==> config.mk <==
export PLATFORM = sky130hd
export DESIGN_NAME = mem_wb_stage
export DESIGN_NICKNAME = d
export VERILOG_FILES = /design/src/rtl/mem_wb_stage.sv
export SDC_FILE = /design/constraint.sdc
export NUM_CORES = 1
export LEC_CHECK = 0
export CORE_ASPECT_RATIO = 1.4
export CORE_MARGIN = 4
export CORE_UTILIZATION = 53
export CTS_CLUSTER_SIZE = 40
export DETAILED_ROUTE_END_ITERATION = 7
export GPL_ROUTABILITY_DRIVEN = 0
export PLACE_DENSITY = 0.93
export SLEW_MARGIN = 20
export SYNTH_ARGS = -nofsm -noshare
export SYNTH_HDL_FRONTEND = slang
export SYNTH_SLANG_ARGS = --single-unit
export TNS_END_PERCENT = 10
==> constraint.sdc <==
create_clock -name clk -period 9.3 [get_ports clk]
set_input_delay 0.93 -clock clk [delete_from_list [all_inputs] [get_ports clk]]
set_output_delay 0.93 -clock clk [all_outputs]
set_load 0.03 [all_outputs]
==> src/rtl/mem_wb_stage.sv <==
// MEM/WB pipeline register with load alignment/extension and register-file writeback drive.
// Optional retired-instruction counter enabled by defining MEM_WB_INSTRET_EN.
module mem_wb_stage #(
    parameter int N = 32
) (
    input  logic         clk,
    input  logic         rst,
    input  logic         stall,
    input  logic         flush,
    input  logic         in_valid,
    input  logic         in_reg_write,
    input  logic [4:0]   in_rd,
    input  logic [1:0]   in_wb_sel,
    input  logic [2:0]   in_funct3,
    input  logic [N-1:0] in_alu_result,
    input  logic [N-1:0] in_mem_rdata,
    input  logic [N-1:0] in_pc_plus4,
    input  logic [N-1:0] in_imm,
    output logic         rf_write_en,
    output logic [4:0]   rf_wr,
    output logic [N-1:0] rf_wd,
    output logic         wb_valid,
`ifdef MEM_WB_INSTRET_EN
    output logic [63:0]  instret,
`endif
    output logic         wb_misalign
);

    localparam logic [1:0] WB_ALU  = 2'b00;
    localparam logic [1:0] WB_LOAD = 2'b01;
    localparam logic [1:0] WB_PC4  = 2'b10;

    logic         valid_q;
    logic         reg_write_q;
    logic [4:0]   rd_q;
    logic [1:0]   wb_sel_q;
    logic [2:0]   funct3_q;
    logic [N-1:0] alu_q;
    logic [N-1:0] rdata_q;
    logic [N-1:0] pc4_q;
    logic [N-1:0] imm_q;

    always_ff @(posedge clk or posedge rst) begin
        if (rst) begin
            valid_q     <= 1'b0;
            reg_write_q <= 1'b0;
            rd_q        <= '0;
            wb_sel_q    <= '0;
            funct3_q    <= '0;
            alu_q       <= '0;
            rdata_q     <= '0;
            pc4_q       <= '0;
            imm_q       <= '0;
        end else if (flush) begin
            valid_q     <= 1'b0;
            reg_write_q <= 1'b0;
            rd_q        <= '0;
            wb_sel_q    <= '0;
            funct3_q    <= '0;
            alu_q       <= '0;
            rdata_q     <= '0;
            pc4_q       <= '0;
            imm_q       <= '0;
        end else if (!stall) begin
            valid_q     <= in_valid;
            reg_write_q <= in_reg_write;
            rd_q        <= in_rd;
            wb_sel_q    <= in_wb_sel;
            funct3_q    <= in_funct3;
            alu_q       <= in_alu_result;
            rdata_q     <= in_mem_rdata;
            pc4_q       <= in_pc_plus4;
            imm_q       <= in_imm;
        end
    end

    logic [1:0]   off;
    logic [7:0]   byte_v;
    logic [15:0]  half_v;
    logic [N-1:0] load_val;
    logic         misalign;

    assign off = alu_q[1:0];

    always_comb begin
        byte_v = rdata_q[7:0];
        case (off)
            2'd1:    byte_v = rdata_q[15:8];
            2'd2:    byte_v = rdata_q[23:16];
            2'd3:    byte_v = rdata_q[31:24];
            default: byte_v = rdata_q[7:0];
        endcase
        half_v = off[1] ? rdata_q[31:16] : rdata_q[15:0];
    end

    // Illegal funct3 encodings fall into the misalign path and yield zero data.
    always_comb begin
        load_val = '0;
        misalign = 1'b0;
        case (funct3_q)
            3'b000: load_val = {{(N-8){byte_v[7]}}, byte_v};
            3'b001: begin
                load_val = {{(N-16){half_v[15]}}, half_v};
                misalign = off[0];
            end
            3'b010: begin
                load_val = rdata_q;
                misalign = (off != 2'd0);
            end
            3'b100: load_val = {{(N-8){1'b0}}, byte_v};
            3'b101: begin
                load_val = {{(N-16){1'b0}}, half_v};
                misalign = off[0];
            end
            default: misalign = 1'b1;
        endcase
    end

    assign wb_misalign = valid_q & (wb_sel_q == WB_LOAD) & misalign;

    always_comb begin
        case (wb_sel_q)
            WB_ALU:  rf_wd = alu_q;
            WB_LOAD: rf_wd = wb_misalign ? '0 : load_val;
            WB_PC4:  rf_wd = pc4_q;
            default: rf_wd = imm_q;
        endcase
    end

    assign rf_write_en = valid_q & reg_write_q & (rd_q != 5'd0) & ~wb_misalign;
    assign rf_wr       = rd_q;
    assign wb_valid    = valid_q;

`ifdef MEM_WB_INSTRET_EN
    logic [63:0] instret_q;

    // The held instruction retires whenever it leaves the stage, by advance or by flush.
    always_ff @(posedge clk or posedge rst) begin
        if (rst) begin
            instret_q <= '0;
        end else if (valid_q && (flush || !stall)) begin
            instret_q <= instret_q + 64'd1;
        end
    end

    assign instret = instret_q;
`endif

endmodule
**Word level (Yosys, flattened, before mapping)**

Cells that the tools add are included.
W data, S select, Z words.

- Bitwise gates (word level): 6
- Equal/unequal tests: 10
- Muxes and demuxes: 24
- Reductions and logical operators: 6

Operator list:

| cell | count |
|---|---|
| $mux W32 | 9 |
| $pmux W32 S5 | 1 |
| $pmux W32 S3 | 1 |
| $pmux W8 S3 | 1 |
| $mux W16 | 1 |
| $mux W5 | 2 |
| $eq A2 B2 Y1 const B | 3 |
| $eq A3 B3 Y1 const B | 2 |
| $mux W3 | 2 |
| $and A1 B1 Y1 | 5 |
| $reduce_bool A5 Y1 | 1 |
| $eq A2 B1 Y1 const B | 2 |
| $mux W1 | 4 |
| $mux W2 | 2 |
| $reduce_or A2 Y1 | 2 |
| $eq A3 B1 Y1 const B | 1 |
| $eq A3 B2 Y1 const B | 1 |
| $logic_not A3 Y1 | 1 |
| $pmux W1 S3 | 1 |
| $logic_not A2 Y1 | 1 |
| $ne A2 B1 Y1 const B | 1 |
| $reduce_bool A2 Y1 | 1 |
| $not A1 Y1 | 1 |

- Word-level logic and storage cells: 55
- Output and inout bits: 40
- Input bits: 144
- Flip-flop bits (word level): 140

**Longest topological paths before layout**

- Depth in word-level cells: 6
- Gate-level depth with buffers: 6
- Depth with buffers taken out: 4

**Worst setup path after synthesis**

OpenSTA, ideal clock, no wires.

- Kind: register -> output
- From: register alu_q[0]
- To: output rf_wd[6]
- Path buffers: 2
- Data required time: 8.370 ns
- Cell stages (with the launch flop): 7
- Setup slack: 6.180 ns
- Arrival time: 2.190 ns
- Cells stage by stage: dfrtp_1 buf_4 o31a_1 a221oi_4 nand2_4 buf_6 o31ai_1

- Cells in the longest elaborated chain, start to end: 5
- Elaborated cells on any way between the ends: 10
- Classes of those cells: 3 x eq/ne; 5 x mux; 1 x bitwise; 1 x reduce/logical

Ends and longest elaborated chain:

| item | RTL line | RTL |
|---|---|---|
| start, declared | 38 | `logic [N-1:0] alu_q;` |
| start signal, assigned | 70 | `alu_q <= in_alu_result;` |
| $eq A2 B2 Y1 (tied with other cells) | 87 | `case (off)` |
| $pmux W8 S3 / $pmux W1 S3 (equally long branches) | 87, 100 |  |
| $pmux W32 S5 / $and A1 B1 Y1 (equally long branches) | 100, 119 |  |
| $mux W32 (*) | 124 | `WB_LOAD: rf_wd = wb_misalign ? '0 : load_val;` |
| $pmux W32 S3 (*) | 122 | `case (wb_sel_q)` |
| end, declared | 21 | `output logic [N-1:0] rf_wd,` |

Mark *: on every way between the ends. The rest lies on a longest branch, timed or not.

**Final worst setup path**

- From: register wb_sel_q[0]
- To: output rf_wd[18]

- Cells in the longest elaborated chain, start to end: 5
- Elaborated cells on any way between the ends: 7
- Classes of those cells: 2 x eq/ne; 2 x mux; 2 x bitwise; 1 x reduce/logical

Ends and longest elaborated chain:

| item | RTL line | RTL |
|---|---|---|
| start, declared | 36 | `logic [1:0] wb_sel_q;` |
| start signal, assigned | 68 | `wb_sel_q <= in_wb_sel;` |
| $eq A2 B1 Y1 | 119, 122 |  |
| $and A1 B1 Y1 (2 in series) | 119 | `assign wb_misalign = valid_q & (wb_sel_q == WB_LOAD) & misalign;` |
| $mux W32 | 124 |  |
| $pmux W32 S3 (*) | 122 |  |

Marks and branches as above.

==> results.toml <==
[synth]
synth_edf_count = 0
synthFlopType = "dfrtp_1"
synth_seq_cells = 140
syn_nets = 855
synth.distinct_cells = 42
ys_seq_area_share_pct = 48.59
ys_async_sr_fraction_pct = 100.0
synthCells = 711
netlist_area_mm2 = 0.007209
syn_avg_cell_area_um2 = 10.14
yosysWarnings = 0

[drt]
ant_nets = 0
drcViolationCount = 0
wl_per_cell_um = 20.47
routed_wl_um = 21680
drt_iter0_drc = 448
post_drt_via_cell_ratio = 5.820
vias = 6163
drt_first_pass_iters = 5

[timing]
tns_ps = 0
post-route-period-util_pct = 47.32
rsz0062_at_grt = "false"
fmax_ghz = 0.2272
period_needed_ps = 4400
finalHoldViolCount = 0
tightest_slew_ps = 1120
setup_viol = 0
skew_ps = 0
slew_viol_final = 0
maxSlewHeadroom_pct = 25.31

[place]
io_buffers = 183
dp_hpwl_um = 14770
dp.cells = 1025

[global_routing]
grt.total_usage_pct = 27.95
antenna_found_initial = 3
grt_pass1_vias = 6500
grt_max_degree = 81
grt_first_pass_wirelength_um = 33790
gr-total-overflow = 0

[final_layout]
nets = 1006
final_common_cell = "clkdlybuf4s50_1"
final_cell_mix = "181 x clkdlybuf4s50_1, 174 x nor2_1, 140 x mux2i_1, 140 x dfrtp_1, 40 x nand2_1"
drive_gt1_share_pct = 7.208
area_growth_pct = 35.01
fillers = 904
finalNonFillerCells = 1059

[clocking]
clkSinkCount = 140
clkSlewWorstSetupHoldPaths_ps = 60
numCtsBuffers = 17
postCtsSetupRepairBufs = 0
root_buffer = "clkbuf_16"
clk_latency_ps = 410
postCtsHoldBufs = 0
cts_buffer_depth = 2
cts_resized = 0
cts_tree = "built"
htree_levels = 4

[worst_hold_path]
holdPathStages = 2
hold_path.class = "reg -> reg"

[power]
power_density_mw_per_mm2 = 177.2
power_w = 0.001725
ir_drop_v = 0.0001074
power.leakage_nw = 4.475

[critical_path]
startpoint_type = "flip-flop"
critPathArrivalTime_ps = 3470
crit_path_max_fanout = 41
end_kind = "output pin"
r2r_cells = 2
crit_type = "reg -> out"
required_ps = 8370

[die]
rows = 50
die_h_um = 146
start_util_pct = 54.10
design.die.area_mm2 = 0.01556
core_area_mm2 = 0.01333
die_x_um = 106.6
top_level_ports = 184

[run]
cap_violations = 0

[outcome]
status = "finished, final reports clean"
==> cells in the mapped netlist (2+ instances only) <==
| cell | instances | area [um^2] |
|---|---|---|
| o2111a_1 | 9 | 101.4 |
| mux2_2 | 8 | 90.09 |
| clkbuf_1 | 33 | 123.9 |
| dfrtp_1 | 140 | 3503 |
| mux2i_1 | 140 | 1401 |
| a2bb2oi_1 | 7 | 61.31 |
| a41oi_2 | 8 | 130.1 |
| buf_1 | 5 | 18.77 |
| nor3b_1 | 6 | 45.04 |
| a41oi_1 | 6 | 52.55 |
| nand2b_1 | 3 | 18.77 |
| a221oi_1 | 2 | 17.52 |
| nand2_1 | 40 | 150.1 |
| o21ai_0 | 20 | 100.1 |
| or3b_2 | 2 | 17.52 |
| a22oi_1 | 3 | 22.52 |
| o22ai_1 | 16 | 100.1 |
| a211oi_1 | 9 | 67.56 |
| o2bb2ai_1 | 2 | 17.52 |
| a21oi_1 | 11 | 55.05 |
| nor2b_1 | 11 | 68.82 |
| buf_2 | 15 | 75.07 |
| o31ai_1 | 7 | 52.55 |
| nor2_1 | 175 | 656.9 |
| o21a_1 | 3 | 22.52 |
| a222oi_1 | 2 | 20.02 |
| buf_6 | 3 | 33.78 |
| inv_1 | 11 | 41.29 |
==> stage by stage <==
stage	instance area [um^2]	hold slack, ps	worst slack (ps)	util [%]
floorplan	7209	480.9	4617	-
global placement	9064	497.0	5398	68.02
detailed placement	9064	508.0	5344	68.02
CTS	9726	520.7	4885	72.99
global route	9731	545.9	4676	73.02
finish	9733	515.1	4900	73.04
==> flip-flops by register name, summed over array words and instances (netlist names) <==
register,flops
wb_sel_q,2
rdata_q,32
rf_wr,5
pc4_q,32
imm_q,32
reg_write_q,1
funct3_q,3
alu_q,32
wb_valid,1
==> layout make-up <==
cell class                 count  area [um^2]  area share [%]
sequential                   140         3503           35.99
multi-input combinational    503         3408           35.02
clock buffer                  23        508.0           5.219
timing repair buffer         189         1878           19.30
clock inverter                 8        153.9           1.581
inverter                      11        46.29          0.4756
tap                          182        227.7           2.340
antenna                        3        7.507         0.07713
==> worst paths after layout <==
check | start | slack (ps) | to
worst max-delay path | wb_sel_q[0] | 4900 | rf_wd[18]
worst min-delay path | pc4_q[1] | 520 | pc4_q[1]
worst max register to register | funct3_q[0] | 8200 | funct3_q[0]
worst min register to register | pc4_q[1] | 520 | pc4_q[1]
max in group asynchronous | rst | 6950 | funct3_q[2]
min in group asynchronous | rst | 960 | pc4_q[16]
==> cells by family (layout without fill, tap and decap cells) <==
family	after synthesis	after routing	synth area share [%]
AO/OA/AOI/OAI	109	109	12.04
buffers and inverters	68	231	4.165
flip-flops	140	140	48.59
multiplexers	148	148	20.69
other	0	3	0
AND/OR/NAND/NOR	246	246	14.51
==> layer usage <==
metal  vias up  global-route usage, %  share of wire, %  routed length, um
li1       2793                      -                 -                  -
met1      2991                  32.41                36               7873
met2       305                  46.60                51              10960
met3        74                  7.146               8.2               1773
met4         0                  15.87               5.0               1074
met5         -                      0                 0                  0
==> critical path, cell delays in order, from the launching register on <==
cell,delay [ps]
dfrtp_1,320
buf_4,390
nand2b_1,240
nor4b_4,890
nand2_1,180
a41oi_1,290
clkdlybuf4s50_1,730
==> power breakdown <==
| part | total [W] | internal, W | switching, W | leakage (nW) |
|---|---|---|---|---|
| registers | 0.000676 | 0.000644 | 0.0000324 | 1.86 |
| logic | 0.000297 | 0.000145 | 0.000152 | 2.30 |
| clock network | 0.000751 | 0.000493 | 0.000259 | 0.322 |
| total | 0.00172 | 0.00128 | 0.000443 | 4.48 |
Power figures use the tool's default switching activity.
